### src/rtl/riscv_bus_pkg.sv
// Shared AHB-lite bus constants and arbiter state encoding used by the
// instruction/data bus arbiter and its environment.
package riscv_bus_pkg;

  localparam logic [1:0] HTRANS_IDLE   = 2'b00;
  localparam logic [1:0] HTRANS_NONSEQ = 2'b10;

  localparam logic [2:0] HSIZE_BYTE = 3'b000;
  localparam logic [2:0] HSIZE_HALF = 3'b001;
  localparam logic [2:0] HSIZE_WORD = 3'b010;

  localparam logic [1:0] HRESP_OKAY  = 2'b00;
  localparam logic [1:0] HRESP_ERROR = 2'b01;

  localparam logic [1:0] ST_IDLE = 2'b00;
  localparam logic [1:0] ST_ADDR = 2'b01;
  localparam logic [1:0] ST_DATA = 2'b10;

  typedef struct packed {
    logic [31:0] addr;
    logic        write;
    logic [2:0]  size;
    logic [31:0] wdata;
  } bus_req_t;

  function automatic logic is_error(input logic [1:0] resp);
    return (resp == HRESP_ERROR);
  endfunction

endpackage

### src/rtl/ahb_bus_arbiter_if.sv
// Requester-side and AHB-side signals of the code/data bus arbiter.
// The arbiter uses the master view; the requesters and the slave use the other.
interface ahb_bus_arbiter_if;

  logic        c_req;
  logic [31:0] c_addr;
  logic        c_gnt;
  logic        c_done;
  logic [31:0] c_rdata;
  logic        c_err;

  logic        d_req;
  logic [31:0] d_addr;
  logic        d_write;
  logic [2:0]  d_size;
  logic [31:0] d_wdata;
  logic        d_gnt;
  logic        d_done;
  logic [31:0] d_rdata;
  logic        d_err;

  logic [31:0] HADDR;
  logic [1:0]  HTRANS;
  logic        HWRITE;
  logic [2:0]  HSIZE;
  logic [2:0]  HBUST;
  logic [31:0] HWDATA;
  logic [31:0] HRDATA;
  logic        HREADY;
  logic [1:0]  HRESP;

  modport master (
    input  c_req, c_addr, d_req, d_addr, d_write, d_size, d_wdata,
    input  HRDATA, HREADY, HRESP,
    output c_gnt, c_done, c_rdata, c_err, d_gnt, d_done, d_rdata, d_err,
    output HADDR, HTRANS, HWRITE, HSIZE, HBUST, HWDATA
  );

  modport slave (
    output c_req, c_addr, d_req, d_addr, d_write, d_size, d_wdata,
    output HRDATA, HREADY, HRESP,
    input  c_gnt, c_done, c_rdata, c_err, d_gnt, d_done, d_rdata, d_err,
    input  HADDR, HTRANS, HWRITE, HSIZE, HBUST, HWDATA
  );

endinterface

### src/rtl/arb_priority.sv
// Code/data priority select: data wins by default, code wins once data has
// taken STARVE_LIMIT consecutive grants while code was waiting.
module arb_priority #(
  parameter int STARVE_LIMIT = 4
) (
  input  logic HCLK,
  input  logic HRESETn,
  input  logic c_req,
  input  logic d_req,
  input  logic enable,
  output logic sel_code,
  output logic sel_data
);

  localparam int CW = (STARVE_LIMIT < 1) ? 1 : $clog2(STARVE_LIMIT + 1);
  localparam logic [CW-1:0] LIMIT = CW'(STARVE_LIMIT);

  logic [CW-1:0] starve_cnt_r;
  logic          at_limit_s;

  assign at_limit_s = (starve_cnt_r == LIMIT);

  // Priority select, only meaningful while the bus is free.
  always_comb begin
    sel_code = 1'b0;
    sel_data = 1'b0;
    if (enable && d_req && !(c_req && at_limit_s)) begin
      sel_data = 1'b1;
    end else if (enable && c_req) begin
      sel_code = 1'b1;
    end else begin
      sel_code = 1'b0;
      sel_data = 1'b0;
    end
  end

  // Starvation counter: saturating count of data grants made while code waits.
  always_ff @(posedge HCLK or negedge HRESETn) begin
    if (!HRESETn) begin
      starve_cnt_r <= '0;
    end else if (!c_req || sel_code) begin
      starve_cnt_r <= '0;
    end else if (sel_data && !at_limit_s) begin
      starve_cnt_r <= starve_cnt_r + CW'(1);
    end else begin
      starve_cnt_r <= starve_cnt_r;
    end
  end

endmodule

### src/rtl/ahb_bus_arbiter.sv
// Shares one AHB master port between the instruction-fetch (code) and
// load/store (data) requesters, one single transfer at a time.
module ahb_bus_arbiter
  import riscv_bus_pkg::*;
#(
  parameter int STARVE_LIMIT = 4
) (
  input  logic               HCLK,
  input  logic               HRESETn,
  ahb_bus_arbiter_if.master  bus
);

  logic [1:0]  state_r;
  logic        owner_code_r;
  bus_req_t    req_r;
  logic [31:0] hwdata_r;
  logic [1:0]  htrans_r;

  logic idle_s;
  logic sel_code_s;
  logic sel_data_s;
  logic finish_s;
  logic c_done_s;
  logic d_done_s;

  assign idle_s   = (state_r == ST_IDLE);
  assign finish_s = (state_r == ST_DATA) && bus.HREADY;

  arb_priority #(
    .STARVE_LIMIT (STARVE_LIMIT)
  ) u_prio (
    .HCLK     (HCLK),
    .HRESETn  (HRESETn),
    .c_req    (bus.c_req),
    .d_req    (bus.d_req),
    .enable   (idle_s),
    .sel_code (sel_code_s),
    .sel_data (sel_data_s)
  );

  // Transfer sequencer: latch the winner's fields, run address then data phase.
  always_ff @(posedge HCLK or negedge HRESETn) begin
    if (!HRESETn) begin
      state_r      <= ST_IDLE;
      owner_code_r <= 1'b0;
      req_r        <= '{addr: 32'h0, write: 1'b0, size: HSIZE_WORD, wdata: 32'h0};
      hwdata_r     <= 32'h0;
      htrans_r     <= HTRANS_IDLE;
    end else begin
      case (state_r)
        ST_IDLE: begin
          if (sel_code_s) begin
            state_r      <= ST_ADDR;
            owner_code_r <= 1'b1;
            req_r.addr   <= bus.c_addr;
            req_r.write  <= 1'b0;
            req_r.size   <= HSIZE_WORD;
            htrans_r     <= HTRANS_NONSEQ;
          end else if (sel_data_s) begin
            state_r      <= ST_ADDR;
            owner_code_r <= 1'b0;
            req_r        <= '{addr: bus.d_addr, write: bus.d_write,
                              size: bus.d_size, wdata: bus.d_wdata};
            htrans_r     <= HTRANS_NONSEQ;
          end
        end
        ST_ADDR: begin
          if (bus.HREADY) begin
            state_r  <= ST_DATA;
            htrans_r <= HTRANS_IDLE;
            hwdata_r <= req_r.wdata;
          end
        end
        ST_DATA: begin
          if (bus.HREADY) begin
            state_r <= ST_IDLE;
          end
        end
        default: begin
          state_r  <= ST_IDLE;
          htrans_r <= HTRANS_IDLE;
        end
      endcase
    end
  end

  // Grants are combinational, so they are masked while reset is asserted.
  assign bus.c_gnt   = sel_code_s & HRESETn;
  assign bus.d_gnt   = sel_data_s & HRESETn;
  assign c_done_s    = finish_s & owner_code_r;
  assign d_done_s    = finish_s & ~owner_code_r;
  assign bus.c_done  = c_done_s;
  assign bus.d_done  = d_done_s;
  assign bus.c_err   = c_done_s & is_error(bus.HRESP);
  assign bus.d_err   = d_done_s & is_error(bus.HRESP);
  assign bus.c_rdata = bus.HRDATA;
  assign bus.d_rdata = bus.HRDATA;

  assign bus.HADDR  = req_r.addr;
  assign bus.HWRITE = req_r.write;
  assign bus.HSIZE  = req_r.size;
  assign bus.HTRANS = htrans_r;
  assign bus.HBUST  = 3'b000;
  assign bus.HWDATA = hwdata_r;

endmodule

### src/flat_wrapper.sv
// flat-port wrapper written by rule: the top's interface ports become plain ports
module ahb_bus_arbiter_flat import riscv_bus_pkg::*;
#(
  parameter int STARVE_LIMIT = 4
)
  (HCLK, HRESETn, bus_c_req, bus_c_addr, bus_d_req, bus_d_addr, bus_d_write, bus_d_size, bus_d_wdata, bus_HRDATA, bus_HREADY, bus_HRESP, bus_c_gnt, bus_c_done, bus_c_rdata, bus_c_err, bus_d_gnt, bus_d_done, bus_d_rdata, bus_d_err, bus_HADDR, bus_HTRANS, bus_HWRITE, bus_HSIZE, bus_HBUST, bus_HWDATA);
  ahb_bus_arbiter_if bus_i ();
  input  logic HCLK;
  input  logic HRESETn;
  input wire logic [$bits(bus_i.c_req)-1:0] bus_c_req;
  input wire logic [$bits(bus_i.c_addr)-1:0] bus_c_addr;
  input wire logic [$bits(bus_i.d_req)-1:0] bus_d_req;
  input wire logic [$bits(bus_i.d_addr)-1:0] bus_d_addr;
  input wire logic [$bits(bus_i.d_write)-1:0] bus_d_write;
  input wire logic [$bits(bus_i.d_size)-1:0] bus_d_size;
  input wire logic [$bits(bus_i.d_wdata)-1:0] bus_d_wdata;
  input wire logic [$bits(bus_i.HRDATA)-1:0] bus_HRDATA;
  input wire logic [$bits(bus_i.HREADY)-1:0] bus_HREADY;
  input wire logic [$bits(bus_i.HRESP)-1:0] bus_HRESP;
  output wire logic [$bits(bus_i.c_gnt)-1:0] bus_c_gnt;
  output wire logic [$bits(bus_i.c_done)-1:0] bus_c_done;
  output wire logic [$bits(bus_i.c_rdata)-1:0] bus_c_rdata;
  output wire logic [$bits(bus_i.c_err)-1:0] bus_c_err;
  output wire logic [$bits(bus_i.d_gnt)-1:0] bus_d_gnt;
  output wire logic [$bits(bus_i.d_done)-1:0] bus_d_done;
  output wire logic [$bits(bus_i.d_rdata)-1:0] bus_d_rdata;
  output wire logic [$bits(bus_i.d_err)-1:0] bus_d_err;
  output wire logic [$bits(bus_i.HADDR)-1:0] bus_HADDR;
  output wire logic [$bits(bus_i.HTRANS)-1:0] bus_HTRANS;
  output wire logic [$bits(bus_i.HWRITE)-1:0] bus_HWRITE;
  output wire logic [$bits(bus_i.HSIZE)-1:0] bus_HSIZE;
  output wire logic [$bits(bus_i.HBUST)-1:0] bus_HBUST;
  output wire logic [$bits(bus_i.HWDATA)-1:0] bus_HWDATA;
  assign bus_i.c_req = bus_c_req;
  assign bus_i.c_addr = bus_c_addr;
  assign bus_i.d_req = bus_d_req;
  assign bus_i.d_addr = bus_d_addr;
  assign bus_i.d_write = bus_d_write;
  assign bus_i.d_size = bus_d_size;
  assign bus_i.d_wdata = bus_d_wdata;
  assign bus_i.HRDATA = bus_HRDATA;
  assign bus_i.HREADY = bus_HREADY;
  assign bus_i.HRESP = bus_HRESP;
  assign bus_c_gnt = bus_i.c_gnt;
  assign bus_c_done = bus_i.c_done;
  assign bus_c_rdata = bus_i.c_rdata;
  assign bus_c_err = bus_i.c_err;
  assign bus_d_gnt = bus_i.d_gnt;
  assign bus_d_done = bus_i.d_done;
  assign bus_d_rdata = bus_i.d_rdata;
  assign bus_d_err = bus_i.d_err;
  assign bus_HADDR = bus_i.HADDR;
  assign bus_HTRANS = bus_i.HTRANS;
  assign bus_HWRITE = bus_i.HWRITE;
  assign bus_HSIZE = bus_i.HSIZE;
  assign bus_HBUST = bus_i.HBUST;
  assign bus_HWDATA = bus_i.HWDATA;
  ahb_bus_arbiter #(.STARVE_LIMIT(STARVE_LIMIT)) u_core (.HCLK(HCLK), .HRESETn(HRESETn), .bus(bus_i));
endmodule
### config.mk
export PLATFORM = sky130hd
export DESIGN_NAME = ahb_bus_arbiter_flat
export DESIGN_NICKNAME = d
export VERILOG_FILES = /design/src/rtl/riscv_bus_pkg.sv /design/src/rtl/ahb_bus_arbiter_if.sv /design/src/rtl/arb_priority.sv /design/src/rtl/ahb_bus_arbiter.sv /design/src/flat_wrapper.sv
export SDC_FILE = /design/constraint.sdc
export NUM_CORES = 1
export LEC_CHECK = 0
export CORE_UTILIZATION = 40
export CTS_BUF_LIST = sky130_fd_sc_hd__clkbuf_4 sky130_fd_sc_hd__clkbuf_8
export DETAILED_ROUTE_END_ITERATION = 6
export PLACE_DENSITY = 0.89
export SYNTH_ARGS = -nofsm -noshare
export SYNTH_HDL_FRONTEND = slang
export SYNTH_SLANG_ARGS = --single-unit
### constraint.sdc
create_clock -name HCLK -period 2.52 [get_ports HCLK]
set_input_delay 0.378 -clock HCLK [delete_from_list [all_inputs] [get_ports HCLK]]
set_output_delay 0.378 -clock HCLK [all_outputs]
set_load 0.02 [all_outputs]
==> impl_metrics.csv, run 1 <==
group,metric,value,unit
synth,ys_seq_area_share,51.54,%
drt,finalWirelength,11780,um
run_status,outcome,"complete, no violations",
worst_setup_path,slowest_stage,"clkdlybuf4s50_1",
synth,synth_area_leader_cell,"dfrtp_1",
timing,finalMaxSlewViolations,0,
synth,synth_edf_count,0,
worst_setup_path,crit_required,2.14,ns
global_routing,track_usage,17.59,%
layout,area_growth,27.49,%
timing,rsz0062_at_grt,"no",
timing,finClkSkew,0.01331,ns
timing,final.period_utilization,94.69,%
floorplan,die_y,116.0,um
placed_design,dp_cells,650,
clock_tree,cts_setup_buffers,0,
floorplan,die_area,13450,um^2
global_routing,grt_pass1_wl,17910,um
worst_setup_path,cp_top_family,"buffers and inverters",
floorplan,start_util,41.19,%
timing,finalWorstPathRequiredPeriod,2.386,ns
global_routing,grt_max_degree,56,
synth,yosys_register_bits,107,
drt,avgRoutedWirePerCell,17.63,um
synth,syn_area_per_cell,12.74,um^2
placed_design,port-buffer-count,181,
drt,drc,0,
clock_tree,cts_inserted_buffers,9,
timing,relSlewSlack,54.37,%
floorplan,row_count,41,
synth,syn_area,5197,um^2
global_routing,antenna_found_initial,1,
drt,drtPass1Iterations,4,
floorplan,coreArea,12620,um^2
global_routing,grt_pass1_vias,3532,
clock_tree,cts_sinks,107,
layout,nFillCells,1101,
worst_setup_path,path_max_fanout,9,
worst_setup_path,start_kind,"flop",
timing,hold_viol_final,0,
pwr,p_per_area,1169,nW/um^2
synth,synth_common_cells,"dfrtp_1 (106), buf_4 (104), mux2_2 (39), nor3b_1 (33), a221o_1 (32)",
synth,ys_async_sr_fraction,100.0,%
worst_setup_path,cpPeakStageDelay,0.66,ns
layout,drive_gt1_share,16.16,%
synth,synth_area_leaders,"dfrtp_1 (51%), buf_4 (15%), mux2_2 (8.4%)",
clock_tree,insertion_delay,0.38,ns
synth,synth_flop_cell,"dfrtp_1",
timing,tightest_slew,0.6844,ns
floorplan,ios,282,
placed_design,routabilityCongestion,0.7610,
timing,setup_viol,0,
drt,viasPerCell,4.985,
synth,yosysTopAreaCellShare,51.04,%
drt,drt_iter0_drc,134,
clock_tree,root_buffer,"clkbuf_8",
worst_setup_path,cp.arrival,2.01,ns
worst_hold_path,worst_hold_path_type,"input port to async pin",
worst_setup_path,path_buf_inv,2,
synth,synthCells,408,
pwr,cellLeakagePower,2.741,nW
layout,num-nets-final,631,
timing,fmax,419.1,MHz
global_routing,overflow,0,
clock_tree,clock_path_buffers,2,
synth,synth_warnings,0,
clock_tree,h-tree-depth,3,
clock_tree,tritoncts,"done",
worst_setup_path,path_class,"flop to output pin",
drt,drtAntennaViolNets,0,
pwr,power,7.747,mW
synth,synthDistinctLibCells,34,
drt,routed-via-count,3330,
clock_tree,path_clk_slew,0.10,ns
worst_setup_path,rrSetupSlack,0.54,ns
pwr,ir_drop,0.5395,mV
worst_setup_path,path_cells,"buf_4 -> nand3b_1 -> nor4_1 -> clkdlybuf4s50_1",
floorplan,die_width,116.0,um
run,max_cap_viol_count,0,
synth,synth_most_common_cell,"dfrtp_1",
placed_design,hpwlAfterDp,8511,um
worst_setup_path,end_kind,"output pin",
layout,final_cells,668,
timing,tns,0,ns
-- registers in the layout, indices dropped and copies added (netlist names), 2 cells and up --
register and cells:
u_core.state_r 2, u_core.u_prio.starve_cnt_r 3, u_core.bus.HWDATA 32, u_core.bus.HADDR 32
u_core.bus.HSIZE 3, u_core.req_r 32
-- worst register-to-register path, cell delays in order, from the launching register on --
cell	delay, ns
dfrtp_1	0.38
inv_1	0.07
ha_1	0.22
and3_1	0.25
nor2_8	0.10
buf_4	0.45
mux2_2	0.41
-- through the flow --
step / cell area (um^2) / hold slack [ns] / setup slack (ns) / utilization [%]
finish: 6626 / 0.4620 / 0.1338 / 52.51
global route: 6626 / 0.4598 / 0.01082 / 52.51
CTS: 6624 / 0.4313 / 0.1043 / 52.49
detailed placement: 6445 / 0.2657 / -0.06908 / 51.07
global placement: 6445 / 0.2658 / -0.07350 / 51.07
floorplan: 5209 / 0.08241 / 0.5274 / -
-- power breakdown --
| part | switching [mW] | total, mW | internal [mW] |
|---|---|---|---|
| Combinational | 1.73 | 3.76 | 2.03 |
| Sequential | 0.462 | 3.03 | 2.57 |
| Clock | 0.583 | 0.955 | 0.373 |
| Total | 2.78 | 7.75 | 4.97 |
-- metal layers --
layer | routed length [um] | global-route usage (%) | up-vias | share of wire [%]
met2 | 5756 | 29.21 | 145 | 49
met4 | 380 | 9.829 | 0 | 3.2
met5 | 0 | 0 | - | 0
met3 | 830 | 4.969 | 45 | 7.0
li1 | - | - | 1484 | -
met1 | 4810 | 20.51 | 1656 | 41
-- kinds of logic after synthesis --
group,share of synthesized area (%)
compound gates,8.306
buf+inv,17.93
fa+ha+maj,0.4814
other cells,0.07215
flops,51.54
simple gates,7.439
mux,14.23
-- area by class of cell --
type / count / area, um^2 / area share (%)
antenna: 1 / 2.502 / 0.03776
clock buffer: 10 / 131.4 / 1.983
clock inverter: 6 / 40.04 / 0.6042
inverter: 6 / 22.52 / 0.3399
multi-input combinational: 171 / 1609 / 24.28
sequential: 107 / 2679 / 40.43
tap: 172 / 215.2 / 3.248
timing repair buffer: 195 / 1927 / 29.08
-- timing repair --
item                                    in CTS  in global routing
endpoints found under the setup margin       2                  0
resized for setup                            2                  0
hold buffers                                 1                  0
endpoints found under the hold margin       16                  0
-- worst paths after layout --
| check | start | endpoint | cells past startpoint |
|---|---|---|---|
| setup / recovery | u_core.state_r[0]$_DFFE_PN0P_ | bus_d_err | 4 |
| hold / removal | HRESETn | u_core.u_prio.starve_cnt_r[0]$_DFFE_PN0P_ | 2 |
| setup reg to reg | u_core.u_prio.starve_cnt_r[0]$_DFFE_PN0P_ | u_core.req_r[24]$_DFFE_PN0P_ | 6 |
| hold reg to reg | u_core.req_r[8]$_DFFE_PN0P_ | u_core.req_r[8]$_DFFE_PN0P_ | 1 |
| max in group asynchronous | HRESETn | u_core.bus.HWDATA[0]$_DFFE_PN0P_ | 4 |
| min in group HCLK | u_core.req_r[8]$_DFFE_PN0P_ | u_core.req_r[8]$_DFFE_PN0P_ | 1 |
-- cell usage in the layout (no fill, tap or decap), drive strengths merged, types with 3 or more instances in the layout --
cell,instances
clkdlybuf4s50,178
dfrtp,106
nor3b,33
conb,4
buf,14
a21boi,3
a22o,3
clkinv,3
mux2,64
o21ai,6
inv,8
nand3b,3
nor2,4
a221o,32
clkbuf,10
Note: power is estimated with default switching activity, not from simulation.
==> run 2, diff against run 1 <==
--- a/config.mk
+++ b/config.mk
@@ -14 +14,2 @@
 export SYNTH_SLANG_ARGS = --single-unit
+export TNS_END_PERCENT = 100
==> constraint.sdc (replaced) <==
create_clock -name HCLK -period 2.52 [get_ports HCLK]
set_input_delay 0.252 -clock HCLK [delete_from_list [all_inputs] [get_ports HCLK]]
set_output_delay 0.252 -clock HCLK [all_outputs]
set_load 0.02 [all_outputs]
==> run 2 against run 1 <==
Net effect: critical path depth did not move; sequential power is essentially flat; first-iteration DRC count increased by 5.2%; clock skew is essentially flat; flip-flop and latch count unchanged.
==> impl_metrics.csv, run 2 (same netlist as run 1, synthesis figures left out) <==
group,metric,value,unit
clock_tree,cts_sinks,107,
drt,avgRoutedWirePerCell,17.52,um
floorplan,die_y,116.0,um
layout,num-nets-final,628,
global_routing,track_usage,17.55,%
clock_tree,root_buffer,"clkbuf_8",
layout,multi_input_area,1612,um^2
layout,drive_gt1_share,16.06,%
timing,fmax,414.3,MHz
floorplan,coreArea,12620,um^2
worst_setup_path,path_class,"flop to output pin",
clock_tree,cts_setup_buffers,0,
drt,routed-via-count,3335,
global_routing,grt_pass1_wl,17940,um
global_routing,antenna_found_initial,1,
drt,wl_met3,726,um
run_status,outcome,"complete, no violations",
drt,top_layer_used,"met4",
worst_setup_path,cp.arrival,2.16,ns
timing,finClkSkew,0.01369,ns
placed_design,routabilityCongestion,0.7679,
worst_setup_path,path_max_fanout,10,
placed_design,hpwlAfterDp,8497,um
drt,drt-met1-wl,4691,um
clock_tree,insertion_delay,0.37,ns
pwr,cellLeakagePower,2.729,nW
drt,drtAntennaViolNets,0,
drt,drt_iter0_drc,141,
timing,finalMaxSlewViolations,0,
floorplan,die_area,13450,um^2
timing,finalWorstPathRequiredPeriod,2.414,ns
worst_setup_path,crit_required,2.27,ns
timing,rsz0062_at_grt,"no",
timing,hold_viol_final,0,
drt,drtPass1Iterations,4,
timing,relSlewSlack,41.79,%
pwr,ir_drop,0.5417,mV
placed_design,port-buffer-count,181,
global_routing,overflow,0,
layout,area_growth,27.90,%
floorplan,die_width,116.0,um
layout,nFillCells,1102,
timing,tightest_slew,0.8732,ns
timing,setup_viol,0,
floorplan,row_count,41,
drt,drc,0,
worst_hold_path,worst_hold_path_type,"input port to flop",
layout,layout_commonest_cell,"clkdlybuf4s50_1",
run,max_cap_viol_count,0,
clock_tree,path_clk_slew,0.10,ns
worst_setup_path,end_kind,"output pin",
drt,dr_wl_met2,5959,um
floorplan,start_util,41.19,%
timing,final.period_utilization,95.78,%
clock_tree,cts_inserted_buffers,9,
worst_setup_path,start_kind,"flop",
clock_tree,clock_path_buffers,2,
drt,viasPerCell,5.015,
global_routing,grt_max_degree,72,
layout,regArea,2680,um^2
clock_tree,tritoncts,"done",
drt,finalWirelength,11650,um
timing,tns,0,ns
floorplan,ios,282,
global_routing,grt_pass1_vias,3555,
clock_tree,h-tree-depth,3,
pwr,p_per_area,1182,nW/um^2
pwr,power,7.859,mW
layout,mostFrequentLayoutCells,"clkdlybuf4s50_1 (180), dfrtp_1 (105), mux2_2 (39)",
run 2: stage by stage:
step	hold WS, ns	util, %	instance area, um^2	cells	setup slack [ns]
2_1_floorplan	-0.04359	-	5209	411	0.6534
3_3_place_gp	0.4003	50.89	6422	647	0.1950
3_5_place_dp	0.4120	50.89	6422	647	0.1772
4_1_cts	0.3859	52.65	6644	664	0.04207
5_1_grt	0.4030	52.68	6648	665	0.003050
6_report	0.4047	52.68	6648	665	0.1062
run 2: cell type report:
| type | instances | area share, % |
|---|---|---|
| well taps | 172 | 3.237 |
| diodes | 1 | 0.03764 |
| flip-flops and latches | 107 | 40.32 |
| repair buffers | 192 | 28.68 |
| inverters | 6 | 0.3388 |
| clock inverters | 7 | 1.280 |
| clock buffers | 9 | 1.863 |
| multi-input cells | 171 | 24.24 |
run 2: what timing repair did:
item | 4_1_cts | 5_1_grt
hold buffers | 1 | 0
endpoints found under the setup margin | 1 | 2
hold endpoints to repair | 36 | 0
resized for setup | 1 | 1
run 2: routing by layer:
metal | global-route usage, % | vias up
met5 | 0 | -
met4 | 8.718 | 0
met3 | 4.341 | 35
met2 | 30.36 | 129
met1 | 20.25 | 1683
li1 | - | 1488
run 2: path summary, 6_finish.rpt:
check	from	slack [ns]	to	depth (start not counted)
hold / removal	bus_d_size[1]	0.40	u_core.bus.HSIZE[1]$_DFFE_PN1P_	3
min in group asynchronous	HRESETn	0.54	u_core.u_prio.starve_cnt_r[0]$_DFFE_PN0P_	3
hold reg to reg	u_core.bus.HTRANS[1]$_DFFE_PN0P_	0.49	u_core.bus.HTRANS[1]$_DFFE_PN0P_	2
setup / recovery	u_core.state_r[1]$_DFFE_PN0P_	0.11	bus_d_gnt	4
setup reg to reg	u_core.state_r[1]$_DFFE_PN0P_	0.50	u_core.req_r[20]$_DFFE_PN0P_	4
max in group asynchronous	HRESETn	1.26	u_core.bus.HSIZE[2]$_DFFE_PN0P_	3
run 2: power breakdown:
part	total [mW]	switching [mW]	internal [mW]
sequential	3.05	0.487	2.57
clock	1.08	0.609	0.475
combinational	3.72	1.71	2.01
run 2: critical path: stages, from the launching register on:
cell             delay (ns)
dfrtp_1                0.49
or3b_4                 0.45
nor2_8                 0.13
and2_1                 0.13
clkdlybuf4s50_1        0.60
==> edit: new RTL, settings of run 1 <==
`STARVE_LIMIT` is set to 4 in 3 places; all go to 16.
--- a/src/rtl/arb_priority.sv
+++ b/src/rtl/arb_priority.sv
@@ -3,3 +3,3 @@
 module arb_priority #(
-  parameter int STARVE_LIMIT = 4
+  parameter int STARVE_LIMIT = 16
 ) (
--- a/src/rtl/ahb_bus_arbiter.sv
+++ b/src/rtl/ahb_bus_arbiter.sv
@@ -5,3 +5,3 @@
 #(
-  parameter int STARVE_LIMIT = 4
+  parameter int STARVE_LIMIT = 16
 ) (
--- a/src/flat_wrapper.sv
+++ b/src/flat_wrapper.sv
@@ -3,3 +3,3 @@
 #(
-  parameter int STARVE_LIMIT = 4
+  parameter int STARVE_LIMIT = 16
 )
Check against the original RTL: no difference found for any inputs over 4 cycles, from zero or initial values and one cycle with HRESETn low; that may be too few to reach the edited logic, so the function may still have changed.
==> edit against run 1 <==
- register-to-register slack improved by 0.08 ns
- non-clock buffer count down 3
- routed wire length up 2.1%
- total power increased by 6.4%
- final area is 5.8% higher
- sequential cell count is 2 higher
- setup slack gained 0.0083 ns
- area after synthesis rose by 7.0%
- critical path type unchanged
- critical endpoint is now bus_d_gnt
- highest routed layer unchanged
==> edit: results (changes against run 1) <==
GRT met1 Usage 0.193 (-0.0120); slowest stage cell on the critical path dfrtp_1; met2 usage 0.300 (+0.00751); vias in the first global route 3889 (+10%); GPL Wtd Cong 0.806 (+6.0%); reg-to-reg slack, setup 0.62 ns (+0.08 ns); nets@finish 707 (+12%); leakage power 3.35 nW (+22%); clock skew 0.0108 ns (-0.00253 ns); Crit Path Max Fanout 5 (-4); Hold WS 0.356 ns (-0.106 ns); vias 3611 (+8.4%); Metal-1 WL 4.82 mm (+0.21%); # diodes 0 (-1); synth top area cells dfrtp_1, buf_4, mux2_4, inv_1, mux2_2; antenna violations before repair 0 (-1); R2R Path Start u_core.state_r[1]$_DFFE_PN0P_; status finished, final reports clean; Crit path largest cell delay 0.44 ns (-0.22 ns); Detailed Place HPWL 8.76 mm (+2.9%); routed wire length 12.0 mm (+2.1%); first-pass GRT wire length 19.0 mm (+6.2%); Pre-antenna DRT Iters 7 (+3); top post-synthesis cells by count dfrtp_1, inv_1, buf_4; met2 WL post-DR 5.97 mm (+3.8%)
edit: final cells by class:
| type | count | area (um^2) |
|---|---|---|
| clock inverter | 7 | 105 |
| tap | 176 | 220 |
| multi-input combinational | 150 | 1530 |
| clock buffer | 9 | 124 |
| sequential | 109 | 2730 |
| inverter | 104 | 390 |
| timing repair buffer | 192 | 1910 |
| fill | 1135 | 6390 |
edit: cells by family (layout without fill, tap and decap cells):
kind of cell,count (synthesis),count (layout),share of synthesized area
AND/OR/NAND/NOR,31,31,0.0344
XOR/XNOR,1,1,0.00158
buffers and inverters,227,312,0.239
flip-flops,109,109,0.491
adder cells (fa/ha/maj),2,2,0.00450
multiplexers,64,64,0.151
AO/OA/AOI/OAI,48,48,0.0776
other,1,4,0.000674
edit: worst max path at each step:
stage                           end  cells after the start
after global routing      bus_d_gnt                      6
after floorplan           bus_d_gnt                      7
after global placement    bus_c_gnt                      5
final                     bus_d_gnt                      6
after CTS                 bus_d_err                      3
after detailed placement  bus_d_err                      4
